==> src/rtl/afpm_pkg.sv <==
// -----------------------------------------------------------------------------
// afpm_pkg
// Shared definitions for the logarithmic approximate FP16 multiplier front-end:
//   - FP16 field widths and the all-ones exponent value
//   - 2-bit operand class codes produced by the optional classifier
//   - state encoding of the operand loader handshake FSM
// -----------------------------------------------------------------------------
package afpm_pkg;

    localparam int FP16_W = 16;
    localparam int EXP_W  = 5;
    localparam int MAN_W  = 10;
    localparam logic [EXP_W-1:0] EXP_MAX = 5'h1F;

    localparam logic [1:0] CLS_NORMAL = 2'b00;
    localparam logic [1:0] CLS_ZERO   = 2'b01;  // zero or subnormal (exp == 0)
    localparam logic [1:0] CLS_INF    = 2'b10;
    localparam logic [1:0] CLS_NAN    = 2'b11;

    // COLLECT: output slot empty; HOLD: slot full; HOLD_PEND: slot full plus a
    // second complete pair parked in the assembly registers.
    typedef enum logic [1:0] {
        ST_COLLECT   = 2'b00,
        ST_HOLD      = 2'b01,
        ST_HOLD_PEND = 2'b10
    } loader_state_t;

endpackage : afpm_pkg

==> src/rtl/afpm_operand_loader_if.sv <==
// -----------------------------------------------------------------------------
// afpm_operand_loader_if
// Byte-pad input side and operand-pair output side of the operand loader.
//   byte_a_in/byte_b_in/byte_valid : one byte of each operand per strobe
//   op_a/op_b/op_valid/op_ready    : assembled pair, valid/ready handshake
// Modports: slave  = the loader itself
//           master = the pads plus the multiplier core (driver of strobes/ready)
// -----------------------------------------------------------------------------
interface afpm_operand_loader_if #(
    parameter int OP_W   = 16,
    parameter int BYTE_W = 8
);
    logic [BYTE_W-1:0] byte_a_in;
    logic [BYTE_W-1:0] byte_b_in;
    logic              byte_valid;
    logic [OP_W-1:0]   op_a;
    logic [OP_W-1:0]   op_b;
    logic              op_valid;
    logic              op_ready;

    modport slave (
        input  byte_a_in, byte_b_in, byte_valid, op_ready,
        output op_a, op_b, op_valid
    );

    modport master (
        output byte_a_in, byte_b_in, byte_valid, op_ready,
        input  op_a, op_b, op_valid
    );
endinterface : afpm_operand_loader_if

==> src/rtl/afpm_fp16_classify.sv <==
// -----------------------------------------------------------------------------
// afpm_fp16_classify
// Combinational FP16 class decoder (only built with AFPM_LOADER_CLASSIFY_EN).
//   value : FP16 operand
//   cls   : 00 normal, 01 zero/subnormal, 10 inf, 11 NaN
// The whole module sits under the macro so the default build carries no
// unreferenced module.
// -----------------------------------------------------------------------------
`ifdef AFPM_LOADER_CLASSIFY_EN
module afpm_fp16_classify
    import afpm_pkg::*;
(
    input  logic [FP16_W-1:0] value,
    output logic [1:0]        cls
);
    logic [EXP_W-1:0] exp_s;
    logic [MAN_W-1:0] man_s;

    assign exp_s = value[MAN_W +: EXP_W];
    assign man_s = value[MAN_W-1:0];

    // Decode exponent/mantissa into the class code.
    always_comb begin
        cls = CLS_NORMAL;
        if (exp_s == {EXP_W{1'b0}}) begin
            cls = CLS_ZERO;
        end else if (exp_s == EXP_MAX) begin
            if (man_s == {MAN_W{1'b0}}) begin
                cls = CLS_INF;
            end else begin
                cls = CLS_NAN;
            end
        end else begin
            cls = CLS_NORMAL;
        end
    end
endmodule : afpm_fp16_classify
`endif

==> src/rtl/afpm_operand_loader.sv <==
// -----------------------------------------------------------------------------
// afpm_operand_loader
// Rebuilds two OP_W-bit operands from BYTE_W-wide pad strobes (little-endian,
// low byte first), buffers one complete pair behind the output slot and hands
// pairs to the multiplier core over valid/ready.
// Ports:
//   clk, rst (async, active-high), ena (freezes all state when low)
//   bus     : afpm_operand_loader_if.slave (byte strobes in, operand pair out)
//   busy    : partial assembly in progress
//   overrun : sticky, a byte was dropped while a pair was pending
//   resync  : one-cycle pulse when the idle timeout discards a partial word
//   a_cls, b_cls : FP16 class of op_a/op_b, only with AFPM_LOADER_CLASSIFY_EN
// Parameters: OP_W, BYTE_W, TIMEOUT_CYC (0 disables the idle timeout).
// -----------------------------------------------------------------------------
module afpm_operand_loader
    import afpm_pkg::*;
#(
    parameter int OP_W        = 16,
    parameter int BYTE_W      = 8,
    parameter int TIMEOUT_CYC = 64
) (
    input  logic                     clk,
    input  logic                     rst,
    input  logic                     ena,
    afpm_operand_loader_if.slave     bus,
    output logic                     busy,
    output logic                     overrun,
    output logic                     resync
`ifdef AFPM_LOADER_CLASSIFY_EN
    ,
    output logic [1:0]               a_cls,
    output logic [1:0]               b_cls
`endif
);
    localparam int NB     = OP_W / BYTE_W;
    localparam int CNT_W  = (NB > 1) ? $clog2(NB) : 1;
    localparam int IDLE_W = (TIMEOUT_CYC > 0) ? $clog2(TIMEOUT_CYC + 1) : 1;
    localparam logic [CNT_W-1:0]  LAST_IDX  = CNT_W'(NB - 1);
    localparam logic [IDLE_W-1:0] IDLE_LAST = IDLE_W'((TIMEOUT_CYC > 0) ? TIMEOUT_CYC - 1 : 0);

    loader_state_t     state_r, state_n;
    logic [CNT_W-1:0]  cnt_r, cnt_n;
    logic [IDLE_W-1:0] idle_r, idle_n;
    logic [OP_W-1:0]   asm_a_r, asm_b_r;
    logic [OP_W-1:0]   asm_a_s, asm_b_s;
    logic [OP_W-1:0]   op_a_r, op_b_r;
    logic              op_valid_r;
    logic              busy_r;
    logic              overrun_r;
    logic              resync_r;

    logic strobe_s, accept_s, drop_s, last_s, xfer_s, timeout_s, load_s;

    // A byte is dropped only while a second pair is parked; otherwise accepted.
    assign strobe_s = ena & bus.byte_valid;
    assign accept_s = strobe_s & (state_r != ST_HOLD_PEND);
    assign drop_s   = strobe_s & (state_r == ST_HOLD_PEND);
    assign last_s   = accept_s & (cnt_r == LAST_IDX);
    assign xfer_s   = ena & op_valid_r & bus.op_ready;

    // Assembly words with this cycle's byte merged in; also the value loaded
    // into the output slot (in HOLD_PEND nothing is accepted, so this equals
    // the parked pair).
    always_comb begin
        asm_a_s = asm_a_r;
        asm_b_s = asm_b_r;
        if (accept_s) begin
            asm_a_s[int'(cnt_r)*BYTE_W +: BYTE_W] = bus.byte_a_in;
            asm_b_s[int'(cnt_r)*BYTE_W +: BYTE_W] = bus.byte_b_in;
        end else begin
            asm_a_s = asm_a_r;
            asm_b_s = asm_b_r;
        end
    end

    // Idle counter: runs only while a partial word waits without strobes.
    always_comb begin
        idle_n    = idle_r;
        timeout_s = 1'b0;
        if (!ena) begin
            idle_n = idle_r;
        end else if (accept_s) begin
            idle_n = {IDLE_W{1'b0}};
        end else if ((TIMEOUT_CYC > 0) && (cnt_r != {CNT_W{1'b0}})) begin
            if (idle_r == IDLE_LAST) begin
                timeout_s = 1'b1;
                idle_n    = {IDLE_W{1'b0}};
            end else begin
                idle_n = idle_r + IDLE_W'(1);
            end
        end else begin
            idle_n = {IDLE_W{1'b0}};
        end
    end

    // Byte position: wraps on the last byte, cleared by the timeout.
    always_comb begin
        cnt_n = cnt_r;
        if (timeout_s || last_s) begin
            cnt_n = {CNT_W{1'b0}};
        end else if (accept_s) begin
            cnt_n = cnt_r + CNT_W'(1);
        end else begin
            cnt_n = cnt_r;
        end
    end

    // Slot FSM next state; load_s marks a new pair entering op_a/op_b.
    always_comb begin
        state_n = state_r;
        load_s  = 1'b0;
        case (state_r)
            ST_COLLECT: begin
                if (last_s) begin
                    state_n = ST_HOLD;
                    load_s  = 1'b1;
                end else begin
                    state_n = ST_COLLECT;
                end
            end
            ST_HOLD: begin
                if (last_s && xfer_s) begin
                    state_n = ST_HOLD;
                    load_s  = 1'b1;
                end else if (last_s) begin
                    state_n = ST_HOLD_PEND;
                end else if (xfer_s) begin
                    state_n = ST_COLLECT;
                end else begin
                    state_n = ST_HOLD;
                end
            end
            ST_HOLD_PEND: begin
                // Parked pair replaces the departing one with no bubble.
                if (xfer_s) begin
                    state_n = ST_HOLD;
                    load_s  = 1'b1;
                end else begin
                    state_n = ST_HOLD_PEND;
                end
            end
            default: begin
                state_n = ST_COLLECT;
            end
        endcase
    end

    // Control and status registers; ena low freezes everything.
    always_ff @(posedge clk or posedge rst) begin
        if (rst) begin
            state_r    <= ST_COLLECT;
            cnt_r      <= {CNT_W{1'b0}};
            idle_r     <= {IDLE_W{1'b0}};
            op_valid_r <= 1'b0;
            busy_r     <= 1'b0;
            overrun_r  <= 1'b0;
            resync_r   <= 1'b0;
        end else if (ena) begin
            state_r    <= state_n;
            cnt_r      <= cnt_n;
            idle_r     <= idle_n;
            op_valid_r <= (state_n != ST_COLLECT);
            busy_r     <= (cnt_n != {CNT_W{1'b0}});
            overrun_r  <= overrun_r | drop_s;
            resync_r   <= timeout_s;
        end
    end

    // Assembly and output data registers.
    always_ff @(posedge clk or posedge rst) begin
        if (rst) begin
            asm_a_r <= {OP_W{1'b0}};
            asm_b_r <= {OP_W{1'b0}};
            op_a_r  <= {OP_W{1'b0}};
            op_b_r  <= {OP_W{1'b0}};
        end else begin
            if (timeout_s) begin
                asm_a_r <= {OP_W{1'b0}};
                asm_b_r <= {OP_W{1'b0}};
            end else if (accept_s) begin
                asm_a_r <= asm_a_s;
                asm_b_r <= asm_b_s;
            end
            if (load_s) begin
                op_a_r <= asm_a_s;
                op_b_r <= asm_b_s;
            end
        end
    end

`ifdef AFPM_LOADER_CLASSIFY_EN
    logic [1:0] a_cls_s, b_cls_s;
    logic [1:0] a_cls_r, b_cls_r;

    afpm_fp16_classify u_cls_a (
        .value (asm_a_s[FP16_W-1:0]),
        .cls   (a_cls_s)
    );

    afpm_fp16_classify u_cls_b (
        .value (asm_b_s[FP16_W-1:0]),
        .cls   (b_cls_s)
    );

    // Class registers load together with op_a/op_b.
    always_ff @(posedge clk or posedge rst) begin
        if (rst) begin
            a_cls_r <= CLS_ZERO;
            b_cls_r <= CLS_ZERO;
        end else if (load_s) begin
            a_cls_r <= a_cls_s;
            b_cls_r <= b_cls_s;
        end
    end

    assign a_cls = a_cls_r;
    assign b_cls = b_cls_r;
`endif

    assign bus.op_a     = op_a_r;
    assign bus.op_b     = op_b_r;
    assign bus.op_valid = op_valid_r;
    assign busy         = busy_r;
    assign overrun      = overrun_r;
    assign resync       = resync_r;

endmodule : afpm_operand_loader
==> src/flat_wrapper.sv <==
// flat-port wrapper written by rule: the top's interface ports become plain ports
module afpm_operand_loader_flat import afpm_pkg::*;
#(
    parameter int OP_W        = 16,
    parameter int BYTE_W      = 8,
    parameter int TIMEOUT_CYC = 64
)
  (clk, rst, ena, busy, overrun, resync, bus_byte_a_in, bus_byte_b_in, bus_byte_valid, bus_op_ready, bus_op_a, bus_op_b, bus_op_valid);
  afpm_operand_loader_if #(.OP_W(OP_W), .BYTE_W(BYTE_W)) bus_i ();
  input  logic clk;
  input  logic rst;
  input  logic ena;
  output logic busy;
  output logic overrun;
  output logic resync;
  input wire logic [$bits(bus_i.byte_a_in)-1:0] bus_byte_a_in;
  input wire logic [$bits(bus_i.byte_b_in)-1:0] bus_byte_b_in;
  input wire logic [$bits(bus_i.byte_valid)-1:0] bus_byte_valid;
  input wire logic [$bits(bus_i.op_ready)-1:0] bus_op_ready;
  output wire logic [$bits(bus_i.op_a)-1:0] bus_op_a;
  output wire logic [$bits(bus_i.op_b)-1:0] bus_op_b;
  output wire logic [$bits(bus_i.op_valid)-1:0] bus_op_valid;
  assign bus_i.byte_a_in = bus_byte_a_in;
  assign bus_i.byte_b_in = bus_byte_b_in;
  assign bus_i.byte_valid = bus_byte_valid;
  assign bus_i.op_ready = bus_op_ready;
  assign bus_op_a = bus_i.op_a;
  assign bus_op_b = bus_i.op_b;
  assign bus_op_valid = bus_i.op_valid;
  afpm_operand_loader #(.OP_W(OP_W), .BYTE_W(BYTE_W), .TIMEOUT_CYC(TIMEOUT_CYC)) u_core (.clk(clk), .rst(rst), .ena(ena), .bus(bus_i), .busy(busy), .overrun(overrun), .resync(resync));
endmodule
==> config.mk <==
export PLATFORM = sky130hd
export DESIGN_NAME = afpm_operand_loader_flat
export DESIGN_NICKNAME = d
export VERILOG_FILES = /design/src/rtl/afpm_pkg.sv /design/src/rtl/afpm_operand_loader_if.sv /design/src/rtl/afpm_fp16_classify.sv /design/src/rtl/afpm_operand_loader.sv /design/src/flat_wrapper.sv
export SDC_FILE = /design/constraint.sdc
export NUM_CORES = 1
export LEC_CHECK = 0
export CORE_MARGIN = 1.5
export CORE_UTILIZATION = 57
export CTS_CLUSTER_SIZE = 28
export DETAILED_ROUTE_END_ITERATION = 8
export MAX_ROUTING_LAYER = met4
export PLACE_DENSITY = 0.88
export SETUP_SLACK_MARGIN = 0.05
export SYNTH_ARGS = -nofsm -noshare
export SYNTH_HDL_FRONTEND = slang
export SYNTH_SLANG_ARGS = --single-unit
export TNS_END_PERCENT = 1
==> constraint.sdc <==
create_clock -name clk -period 6.42 [get_ports clk]
set_clock_uncertainty 0.1 [all_clocks]
set_input_delay 1.284 -clock clk [delete_from_list [all_inputs] [get_ports clk]]
set_output_delay 1.284 -clock clk [all_outputs]
set_load 0.02 [all_outputs]
==> impl_metrics.xml <==
<?xml version="1.0" encoding="UTF-8"?>
<metrics>
  <group name="status">
    <metric name="status" unit="">finished, final reports clean</metric>
  </group>
  <group name="clocking">
    <metric name="cts_hold_repair.buffers" unit="">0</metric>
    <metric name="tritoncts_num_sinks" unit="">77</metric>
    <metric name="cts-resized-gates" unit="">0</metric>
    <metric name="clock_root_buffer" unit="">sky130_fd_sc_hd__clkbuf_8</metric>
    <metric name="clock_insertion_delay_worst_skew" unit="ns">0.34</metric>
    <metric name="cts_buffer_depth" unit="">2</metric>
    <metric name="cts.clk_slew.worst_paths" unit="ns">0.07</metric>
    <metric name="clock_tree_from_tritoncts" unit="">built</metric>
    <metric name="numCtsBuffers" unit="">9</metric>
    <metric name="cts_max_level" unit="">3</metric>
    <metric name="postCtsSetupRepairBufs" unit="">0</metric>
  </group>
  <group name="worst_hold_path">
    <metric name="hp-start" unit="">u_core.overrun</metric>
    <metric name="min_to" unit="">u_core.overrun</metric>
    <metric name="hold-path-cell-count" unit="">1</metric>
    <metric name="hold_path_class" unit="">flip-flop to flip-flop</metric>
  </group>
  <group name="worst_setup_path">
    <metric name="setup.worst_path.class" unit="">input pin to flip-flop</metric>
    <metric name="required" unit="ns">6.54</metric>
    <metric name="regToRegEndpoint" unit="">u_core.bus.op_a[11]</metric>
    <metric name="crit_fanout" unit="">34</metric>
    <metric name="cp-end-kind" unit="">flip-flop</metric>
    <metric name="timing.rr.start" unit="">u_core.cnt_r</metric>
    <metric name="worst_setup_path_start_kind" unit="">input pin</metric>
    <metric name="worstRegToRegCells" unit="">8</metric>
    <metric name="r2r_slack" unit="ns">3.51</metric>
    <metric name="critPathArrivalTime" unit="ns">4.40</metric>
  </group>
  <group name="global_route">
    <metric name="grt.total_usage" unit="%">23.60</metric>
    <metric name="grt_antenna_before_repair" unit="">0</metric>
    <metric name="grt_first_pass_wirelength" unit="mm">11.09</metric>
    <metric name="first_global_vias" unit="">2277</metric>
    <metric name="grt-ovfl-total" unit="">0</metric>
    <metric name="grt_max_degree" unit="">78</metric>
  </group>
  <group name="sta">
    <metric name="final_period_utilization" unit="%">66.71</metric>
    <metric name="period_minus_slack" unit="ns">4.283</metric>
    <metric name="setup_tns" unit="ns">0</metric>
    <metric name="worst_pin_slew" unit="ns">1.052</metric>
    <metric name="rsz_0062_raised_after_global_routing" unit="">no</metric>
    <metric name="finalSetupViolations" unit="">0</metric>
    <metric name="slew_headroom" unit="%">29.32</metric>
    <metric name="finalHoldViolCount" unit="">0</metric>
    <metric name="maxSlewViolCount" unit="">0</metric>
    <metric name="max_freq" unit="MHz">233.5</metric>
  </group>
  <group name="pwr">
    <metric name="total_leakage_power" unit="nW">2.014</metric>
    <metric name="power" unit="mW">1.978</metric>
    <metric name="p_per_area" unit="nW/um2">472.0</metric>
    <metric name="ir_drop" unit="mV">0.2602</metric>
  </group>
  <group name="place">
    <metric name="number_of_port_buffers" unit="">56</metric>
    <metric name="post_place_instance_area" unit="um2">3968</metric>
    <metric name="finalWeightedCongestion" unit="">0.7555</metric>
    <metric name="dp_hpwl" unit="mm">4.323</metric>
  </group>
  <group name="logic_synthesis">
    <metric name="synth.net_count" unit="">291</metric>
    <metric name="synth_top_area_cell" unit="">sky130_fd_sc_hd__dfrtp_1</metric>
    <metric name="postSynth.asyncResetShare" unit="%">100.0</metric>
    <metric name="synth_seq_area_share" unit="%">57.02</metric>
    <metric name="synth_top_area_share" unit="%">57.02</metric>
    <metric name="post_synth_inst_count" unit="">268</metric>
    <metric name="postSynthRegisterBits" unit="">77</metric>
    <metric name="post_synth_instance_area" unit="um2">3379</metric>
    <metric name="edff_count_synth" unit="">0</metric>
    <metric name="synth.area.top_cells" unit="">sky130_fd_sc_hd__dfrtp_1 57%, sky130_fd_sc_hd__mux2i_1 9.8%, sky130_fd_sc_hd__mux2_2 6.7%, sky130_fd_sc_hd__a22o_1 4.4%, sky130_fd_sc_hd__mux2_1 4.3%</metric>
    <metric name="post_synthesis_average_cell_area" unit="um2">12.61</metric>
    <metric name="synthesis.yosys.warnings" unit="">0</metric>
    <metric name="synthDistinctLibCells" unit="">40</metric>
    <metric name="synth_ff_type" unit="">sky130_fd_sc_hd__dfrtp_1</metric>
  </group>
  <group name="drt">
    <metric name="wire_per_inst" unit="um">16.31</metric>
    <metric name="route.detailed.drc" unit="">0</metric>
    <metric name="wirelength" unit="mm">6.540</metric>
    <metric name="ant_nets" unit="">0</metric>
    <metric name="routed_via_density" unit="">5.506</metric>
    <metric name="drt_first_iter_violations" unit="">84</metric>
    <metric name="total_via_count_after_detailed_routing" unit="">2208</metric>
    <metric name="drtPass1Iterations" unit="">4</metric>
  </group>
  <group name="cells_and_area">
    <metric name="final_layout_size_suffix_gt1_share" unit="%">14.89</metric>
    <metric name="layout.filler_cells" unit="">380</metric>
    <metric name="multiInputGateArea" unit="um2">1291</metric>
    <metric name="post-route-cell-area" unit="um2">4192</metric>
    <metric name="finish.utilization" unit="%">74.74</metric>
    <metric name="layout.nets" unit="">347</metric>
    <metric name="area.growth.synth_to_final" unit="%">24.03</metric>
    <metric name="sequential_cell_area" unit="um2">1927</metric>
    <metric name="number_of_antenna_diodes" unit="">0</metric>
  </group>
  <group name="die">
    <metric name="die_area" unit="um2">6400</metric>
    <metric name="io_pins" unit="">57</metric>
    <metric name="die_height" unit="um">80</metric>
    <metric name="placement_rows" unit="">27</metric>
    <metric name="placeable_core_region" unit="um2">5608</metric>
    <metric name="die-width" unit="um">80</metric>
    <metric name="initial_utilization" unit="%">60.26</metric>
  </group>
  <group name="job">
    <metric name="drv.max_cap_violation_count" unit="">0</metric>
  </group>
</metrics>
worst max-delay path by stage:
stage          start             endpoint  cells past startpoint
3_3_place_gp     ena  u_core.bus.op_a[10]                      9
2_1_floorplan    rst    u_core.asm_a_r[0]                      1
4_1_cts          ena  u_core.bus.op_a[11]                      9
3_5_place_dp     ena  u_core.bus.op_a[11]                      9
5_1_grt          ena   u_core.bus.op_a[8]                      9
6_report         ena  u_core.bus.op_a[11]                      9
routing by layer:
metal | up-vias | part of all wire, % | track usage (%)
met3 | 8 | 4.4 | 4.914
li1 | 1043 | - | -
met2 | 64 | 48 | 35.46
met1 | 1093 | 46 | 31.91
met4 | 0 | 1.4 | 8.621
met5 | - | 0 | -
where the power goes:
group | internal, mW | leakage, nW | switching (mW)
combinational | 0.390 | 0.967 | 0.366
clock | 0.229 | 0.112 | 0.174
sequential | 0.700 | 0.935 | 0.120
total | 1.32 | 2.01 | 0.659
area by class of cell:
cell class	instances	area share [%]
Sequential cell	77	45.97
Multi-Input combinational cell	157	30.81
Timing Repair Buffer	59	13.91
Clock buffer	10	3.284
Tap cell	72	2.149
Clock inverter	6	2.060
Inverter	20	1.821
flip-flops by register name (all words and copies together) (netlist names):
signal and flops:
u_core.bus.op_b 16, u_core.idle_r 7, u_core.cnt_r 1, u_core.overrun 1, u_core.asm_a_r 16, u_core.asm_b_r 16
u_core.state_r 2, u_core.bus.op_a 16, u_core.bus.op_valid 1, u_core.resync 1
per-stage QoR:
step	hold WS, ns	worst slack (ns)	std cells
4_1_cts	0.3874	2.200	401
6_report	0.3828	2.137	401
3_3_place_gp	0.3688	1.928	385
2_1_floorplan	0.3435	3.069	268
5_1_grt	0.4075	1.913	401
3_5_place_dp	0.3692	1.831	385
critical path, stage by stage:
cell and delay, ns:
sky130_fd_sc_hd__clkdlybuf4s50_1 0.82, sky130_fd_sc_hd__nand3_1 0.27, sky130_fd_sc_hd__nor2_4 0.71, sky130_fd_sc_hd__ha_1 0.29, sky130_fd_sc_hd__nand2_1 0.05, sky130_fd_sc_hd__o21ai_1 0.15, sky130_fd_sc_hd__a21boi_4 0.19, sky130_fd_sc_hd__buf_4 0.28
sky130_fd_sc_hd__mux2_1 0.34
cells by family (layout without fill, tap and decap cells):
group | after synthesis | after routing | share of synthesized area (%)
buffers and inverters | 34 | 95 | 5.146
AO/OA/AOI/OAI | 36 | 36 | 8.330
flip-flops | 77 | 77 | 57.02
AND/OR/NAND/NOR | 53 | 53 | 7.998
multiplexers | 66 | 66 | 20.77
adder cells (fa/ha/maj) | 2 | 2 | 0.7403
cells in the mapped netlist, types with 2 or more instances:
master	n
sky130_fd_sc_hd__a21o_1	2
sky130_fd_sc_hd__a21oi_1	4
sky130_fd_sc_hd__a22o_1	17
sky130_fd_sc_hd__buf_2	4
sky130_fd_sc_hd__buf_4	7
sky130_fd_sc_hd__buf_6	2
sky130_fd_sc_hd__dfrtp_1	77
sky130_fd_sc_hd__ha_1	2
sky130_fd_sc_hd__inv_1	19
sky130_fd_sc_hd__mux2_1	13
sky130_fd_sc_hd__mux2_2	20
sky130_fd_sc_hd__mux2i_1	33
sky130_fd_sc_hd__nand2_1	10
sky130_fd_sc_hd__nand3_1	4
sky130_fd_sc_hd__nor2_1	21
sky130_fd_sc_hd__nor3_1	7
sky130_fd_sc_hd__o21ai_0	3
layout by cell type (no fill, tap or decap), types with 3 or more instances in the layout:
master,n
sky130_fd_sc_hd__a21oi_1,4
sky130_fd_sc_hd__clkbuf_8,10
sky130_fd_sc_hd__mux2i_1,33
sky130_fd_sc_hd__nand2_1,10
sky130_fd_sc_hd__a22o_1,17
sky130_fd_sc_hd__nor3_1,6
sky130_fd_sc_hd__clkdlybuf4s50_1,56
sky130_fd_sc_hd__mux2_2,20
sky130_fd_sc_hd__mux2_1,13
sky130_fd_sc_hd__inv_1,18
sky130_fd_sc_hd__o21ai_0,3
sky130_fd_sc_hd__nand3_1,4
sky130_fd_sc_hd__clkinv_2,3
sky130_fd_sc_hd__buf_4,3
sky130_fd_sc_hd__dfrtp_1,77
sky130_fd_sc_hd__nor2_1,21
Note: power is estimated with default switching activity, not from simulation.
